==> src/rtl/frame_payload_capture.sv <==
// frame_payload_capture: after each sync from the 1011 detector, deserialises the
// next PAYLOAD_BITS serial bits MSB-first and offers the word on a valid/ready
// output register. Counts delivered frames and flags a sticky overrun on drops.
module frame_payload_capture #(
  parameter int unsigned PAYLOAD_BITS = 8,
  parameter int unsigned COUNT_W      = 8
) (
  input  logic                    clk,
  input  logic                    reset,
  input  logic                    enable,
  input  logic                    data_in,
  input  logic                    sync_detected,
  input  logic                    clear_overrun,
  output logic [PAYLOAD_BITS-1:0] payload_out,
  output logic                    payload_valid,
  input  logic                    payload_ready,
  output logic                    busy,
  output logic                    overrun,
  output logic [COUNT_W-1:0]      frame_count
);

  // Bit counter only needs to reach PAYLOAD_BITS-1.
  localparam int unsigned CNT_W = (PAYLOAD_BITS > 2) ? $clog2(PAYLOAD_BITS) : 1;
  localparam logic [CNT_W-1:0] LAST_CNT = CNT_W'(PAYLOAD_BITS - 1);

  localparam logic [0:0] IDLE    = 1'b0;
  localparam logic [0:0] CAPTURE = 1'b1;

  logic [0:0]              state_q, state_d;
  logic [PAYLOAD_BITS-1:0] shift_q, shift_d;
  logic [CNT_W-1:0]        cnt_q, cnt_d;
  logic [PAYLOAD_BITS-1:0] payload_q, payload_d;
  logic                    valid_q, valid_d;
  logic                    ovr_q, ovr_d;
  logic [COUNT_W-1:0]      count_q, count_d;
  logic [PAYLOAD_BITS-1:0] word;

  // Next-state logic for capture FSM, output register and status.
  always_comb begin
    state_d   = state_q;
    shift_d   = shift_q;
    cnt_d     = cnt_q;
    payload_d = payload_q;
    valid_d   = valid_q;
    ovr_d     = ovr_q;
    count_d   = count_q;
    // Shift register contents with the current bit appended at the LSB.
    word      = {shift_q[PAYLOAD_BITS-2:0], data_in};

    // Transfer empties the register; a load below may refill it on the same edge.
    if (valid_q && payload_ready) begin
      valid_d = 1'b0;
    end
    // Clear first so that a drop on the same edge wins.
    if (clear_overrun) begin
      ovr_d = 1'b0;
    end

    case (state_q)
      IDLE: begin
        if (enable && sync_detected) begin
          // Bit present during the sync cycle is payload bit 0.
          shift_d = word;
          cnt_d   = CNT_W'(1);
          state_d = CAPTURE;
        end
      end
      CAPTURE: begin
        if (!enable) begin
          state_d = IDLE;
          cnt_d   = '0;
          shift_d = '0;
        end else if (cnt_q < LAST_CNT) begin
          shift_d = word;
          cnt_d   = cnt_q + CNT_W'(1);
        end else begin
          state_d = IDLE;
          cnt_d   = '0;
          shift_d = word;
          if (!valid_q || payload_ready) begin
            payload_d = word;
            valid_d   = 1'b1;
            count_d   = count_q + COUNT_W'(1);
          end else begin
            ovr_d = 1'b1;
          end
        end
      end
      default: begin
        state_d = IDLE;
      end
    endcase
  end

  // State registers with asynchronous active-high reset.
  always_ff @(posedge clk or posedge reset) begin
    if (reset) begin
      state_q   <= IDLE;
      shift_q   <= '0;
      cnt_q     <= '0;
      payload_q <= '0;
      valid_q   <= 1'b0;
      ovr_q     <= 1'b0;
      count_q   <= '0;
    end else begin
      state_q   <= state_d;
      shift_q   <= shift_d;
      cnt_q     <= cnt_d;
      payload_q <= payload_d;
      valid_q   <= valid_d;
      ovr_q     <= ovr_d;
      count_q   <= count_d;
    end
  end

  assign payload_out   = payload_q;
  assign payload_valid = valid_q;
  assign overrun       = ovr_q;
  assign frame_count   = count_q;
  assign busy          = (state_q == CAPTURE);

endmodule

==> config.mk <==
export PLATFORM = sky130hd
export DESIGN_NAME = frame_payload_capture
export DESIGN_NICKNAME = d
export VERILOG_FILES = /design/src/rtl/frame_payload_capture.sv
export SDC_FILE = /design/constraint.sdc
export NUM_CORES = 1
export LEC_CHECK = 0
export CORE_MARGIN = 4
export CORE_UTILIZATION = 52
export DETAILED_ROUTE_END_ITERATION = 6
export HOLD_SLACK_MARGIN = 0.05
export PLACE_DENSITY_LB_ADDON = 0.15
export SLEW_MARGIN = 40
export SYNTH_ARGS = -nofsm -noshare
export SYNTH_HDL_FRONTEND = slang
export SYNTH_SLANG_ARGS = --single-unit
export TNS_END_PERCENT = 1
==> constraint.sdc <==
create_clock -name clk -period 2.68 [get_ports clk]
set_input_delay 0.402 -clock clk [delete_from_list [all_inputs] [get_ports clk]]
set_output_delay 0.402 -clock clk [all_outputs]
set_load 0.01 [all_outputs]
-- Word level (Yosys, flattened, before mapping)
Index checks and enable logic that the tools add are counted.
- word-level logic and storage cells: 39
- flip-flop bits (word level): 29
- reductions and logical operators: 5
- multiplexer cells: 21
- bitwise logic cells: 2
- $add $sub $neg: 2
- eq/ne operators: 1
- magnitude comparators: 1
- operators with widths (operator ; number):
    7-bit 2-to-1 mux ; 2
    7-bit case mux with 2 select lines ; 1
    1-bit 2-to-1 mux ; 13
    3-bit 2-to-1 mux ; 3
    8-bit by 1-bit adder with 8-bit output, second input constant ; 1
    3-bit case mux with 2 select lines ; 1
    4-bit AND reduction ; 1
    3-bit by 1-bit adder with 3-bit output, second input constant ; 1
    3-bit < comparator, second input constant ; 1
    1-bit logical AND ; 2
    2-bit inequality test, second input constant ; 1
    1-bit inverter ; 2
    1-bit case mux with 2 select lines ; 1
    1-bit logical NOT ; 1
    1-bit logical OR ; 1

-- Depth between registers and ports, before layout
- word-level depth: 6
- mapped depth: 6
- depth with buffers taken out: 4

-- Worst setup path after synthesis
No wires, ideal clock.
- path type: register -> register
- start point: register cnt_q[0]
- end point: register payload_q[3], in the netlist payload_out[3]
- cell stages (with the launch flop): 6
- period minus slack after synthesis: 1.447 ns
- data required time: 2.555 ns
- library setup time: 0.125 ns
- slack: 1.233 ns
- arrival time: 1.322 ns
- buffers on the path: 2
- path through: dfrtp_1 and3_4 and4_1 buf_6 buf_8 mux2_2
- word-level cells in the longest chain between the ends: 3
- RTL lines (element ; RTL line ; text):
    start: declaration ; 31 ; logic [CNT_W-1:0] cnt_q, cnt_d;
    start signal: assignment ; 108 ; cnt_q <= cnt_d;
    3-bit < comparator ; 73 ; end else if (cnt_q < LAST_CNT) begin
    1-bit inverter (no source line) ; n/a ;
    4-bit AND reduction (no source line) ; n/a ;
    end signal: assignment ; 109 ; payload_q <= payload_d;
    end: declaration ; 32 ; logic [PAYLOAD_BITS-1:0] payload_q, payload_d;
Every way passes these cells.
A chain may end at the register's enable or synchronous reset.

-- Worst setup path after layout
- start point: register state_q, in the netlist busy
- end point: output port busy
- RTL lines (element ; RTL line ; text):
    start: declaration ; 29 ; logic [0:0] state_q, state_d;
    start signal: assignment ; 106 ; state_q <= state_d;
    end: declaration ; 17 ; output logic busy,
No word-level cell between the ends.

==> out/qor.yml <==
outcome:
  status: "finished, final reports clean"
detailed_routing:
  totalWireLength_mm: 1.87
  num_vias: 782
  postRouteAntennaNets: 0
  dr.pass1.iters: 2
  wl_per_cell_um: 12.9
  first_iter_violations: 2
  avgViaCountPerCell: 5.39
  drc_errors: 0
clock_network:
  clk_pin_slew_ns: 0.09
  cts_setup_buffers: 0
  root_buffer: "clkbuf_4"
  cts_max_level: 2
  clockBufferDepth: 2
  cts_hold_buf: 0
  clock_latency_ns: 0.32
  cts_tree: "done"
  ctsResizeCount: 0
  numClockSinks: 29
  cts_buffers: 5
final_layout:
  num_antenna_cells: 0
  design_area_mm2: 0.00150
  nNetsFinal: 125
  layout_common_cells: "29 x dfrtp_1, 25 x clkdlybuf4s50_1, 10 x mux2_2, 7 x a22o_1, 6 x xnor2_1"
  layout-drive-gt1-share: 0.171
  area_growth_pct: 27.1
  final_common_cell: "dfrtp_1"
  final_cells: 145
grt:
  grt_max_degree: 30
  grt_usage: 0.142
  grt_pass1_vias: 753
  grt-ovfl-total: 0
  grt_pass1_wl_mm: 3.35
  antenna_found_initial: 0
power_and_ir_drop:
  p_leak_nw: 0.704
  seqPwrFrac: 0.610
  p_clk_frac: 0.314
  netSwitchingFraction: 0.242
  vdd_drop_max_mv: 0.361
  internal-power_uw: 587
  p_per_area_mw_per_mm2: 515
  p_comb_frac: 0.076
  switching_power_uw: 187
floorplan:
  die_x_um: 55.7
  die_area_mm2: 0.00310
  floorplan.initialDensity: 0.540
  die_h_um: 55.7
  io_pins: 26
  num_rows: 17
  coreArea_mm2: 0.00219
place:
  io_buffers: 25
  placed_cells: 137
  dpl.hpwl_mm: 1.33
  place_area_mm2: 0.00145
  gp_congestion: 0.715
  dp_slack_ns: 0.767
timing:
  setup_violations: 0
  worst_slew_pin_slew_ns: 0.612
  rsz0062_at_grt: "false"
  finalCriticalPeriod_ns: 1.81
  setup_ws_ns: 0.873
  hold_viol: 0
  relSlewSlack: 0.592
  slew_viol_final: 0
  fin_worst_skew_ns: 0.00865
  max_freq_ghz: 0.553
  period_share: 0.674
  fin_setup_tns_ns: 0
logic_synthesis:
  netlist_instances: 85
  syn_avg_cell_area_um2: 13.9
  synth-seq-cells: 29
  ys_types: 23
  yosys_warnings: 0
  syn-num-nets: 94
  yosysSeqAreaShare: 0.614
  netlist_area_mm2: 0.00118
worst_setup_path:
  cp_slowest_cell: "clkdlybuf4s50_1"
  crit_path_cell_trace: "clkdlybuf4s50_1"
  worstSetupStartpointType: "flop"
  reg2reg_from: "cnt_q[0]"
  cpPeakStageDelay_ns: 0.59
  timing.rr.end: "payload_out[1]"
  cp.arrival_ns: 1.41
  worstPathRequired_ns: 2.28
  worstRegToRegCells: 4
  crit_path_end_kind: "output pin"
  path_delay_family: "buffers and inverters"
  crit_fanout: 10
  critPathBufInv: 1
  path_class: "flop to output pin"
  r2r_slack_ns: 1.19
worst_hold_path:
  hold_path.class: "input pin to async pin"
flow_run:
  max_cap_violations: 0
-- routing by layer --
layer,wire length (µm),vias to the layer above,GRT usage
li1,-,376,-
met1,852,377,0.175
met2,855,22,0.206
met3,112,7,0.0557
met4,53,0,0.0938
met5,0,-,0
-- how the worst max path moves through the flow --
| stage | from | endpoint | slack, ns | cells past startpoint |
|---|---|---|---|---|
| 3_5_place_dp | payload_ready | payload_out[1] | 0.77 | 5 |
| 4_1_cts | busy | busy | 0.85 | 1 |
| 5_1_grt | busy | busy | 0.78 | 1 |
| 6_report | busy | busy | 0.87 | 1 |
| 2_1_floorplan | cnt_q[0] | payload_out[3] | 1.23 | 5 |
| 3_3_place_gp | payload_ready | payload_out[6] | 0.79 | 5 |
-- through the flow --
stage | total power, mW | hold slack [ns] | util
floorplan | 0.514 | 0.460 | -
global placement | 0.541 | 0.461 | 0.662
detailed placement | 0.541 | 0.474 | 0.662
CTS | 0.788 | 0.450 | 0.686
global route | 0.823 | 0.465 | 0.686
finish | 0.775 | 0.443 | 0.686
-- synthesized netlist by cell type --
library cell | instances | area (µm²)
buf_8 | 1 | 15.0
o22ai_1 | 1 | 6.26
inv_1 | 2 | 7.51
nand3_1 | 5 | 25.0
buf_6 | 1 | 11.3
a32o_1 | 1 | 10.0
xnor2_1 | 6 | 52.6
buf_2 | 1 | 5.00
dfrtp_1 | 29 | 726
o21a_1 | 1 | 7.51
ha_1 | 2 | 25.0
xor2_1 | 1 | 8.76
nand2b_1 | 1 | 6.26
nand2_1 | 3 | 11.3
and3_1 | 1 | 6.26
a22o_1 | 7 | 61.3
mux2_2 | 10 | 113
and3_4 | 1 | 11.3
a21oi_1 | 3 | 15.0
nand4_1 | 2 | 12.5
o21ai_0 | 2 | 10.0
and4_1 | 3 | 26.3
mux2i_1 | 1 | 10.0
-- power by group through the flow --
stage,logic (mW),registers (mW),clock network (mW)
final,0.0591,0.472,0.243
after floorplan,0.0367,0.477,0
after detailed placement,0.0603,0.481,0
after global placement,0.0599,0.481,0
after CTS,0.0610,0.473,0.255
after global routing,0.0669,0.476,0.280
-- worst min-delay path, cell delays in order --
cell and delay [ns]:
clkdlybuf4s50_1 0.39, inv_1 0.05, buf_4 0.33
-- kinds of logic (layout without fill, tap and decap cells) --
kind of cell / Yosys count / count (layout) / synth area share
AOI/OAI and AO/OA: 15 / 15 / 0.0931
xor gates and xnor gates: 7 / 7 / 0.0519
adders and majority gates: 2 / 2 / 0.0212
buffers and inverters: 5 / 37 / 0.0328
DFF: 29 / 29 / 0.614
muxes: 11 / 11 / 0.104
and+or+nand+nor: 16 / 16 / 0.0836
-- flip-flops by register name, summed over array words and instances (netlist names) --
signal,cells
payload_valid,1
payload_out,8
overrun,1
busy,1
cnt_q,3
shift_q,7
frame_count,8
-- final cells by class --
class | instances | area, µm²
multi-input cells | 51 | 418
fillers | 180 | 688
well taps | 28 | 35.0
repair buffers | 27 | 265
clock buffers | 6 | 41.3
flip-flops and latches | 29 | 726
clock inverters | 2 | 10.0
inverters | 2 | 7.51
No activity file was read; power rests on OpenSTA's default activity.
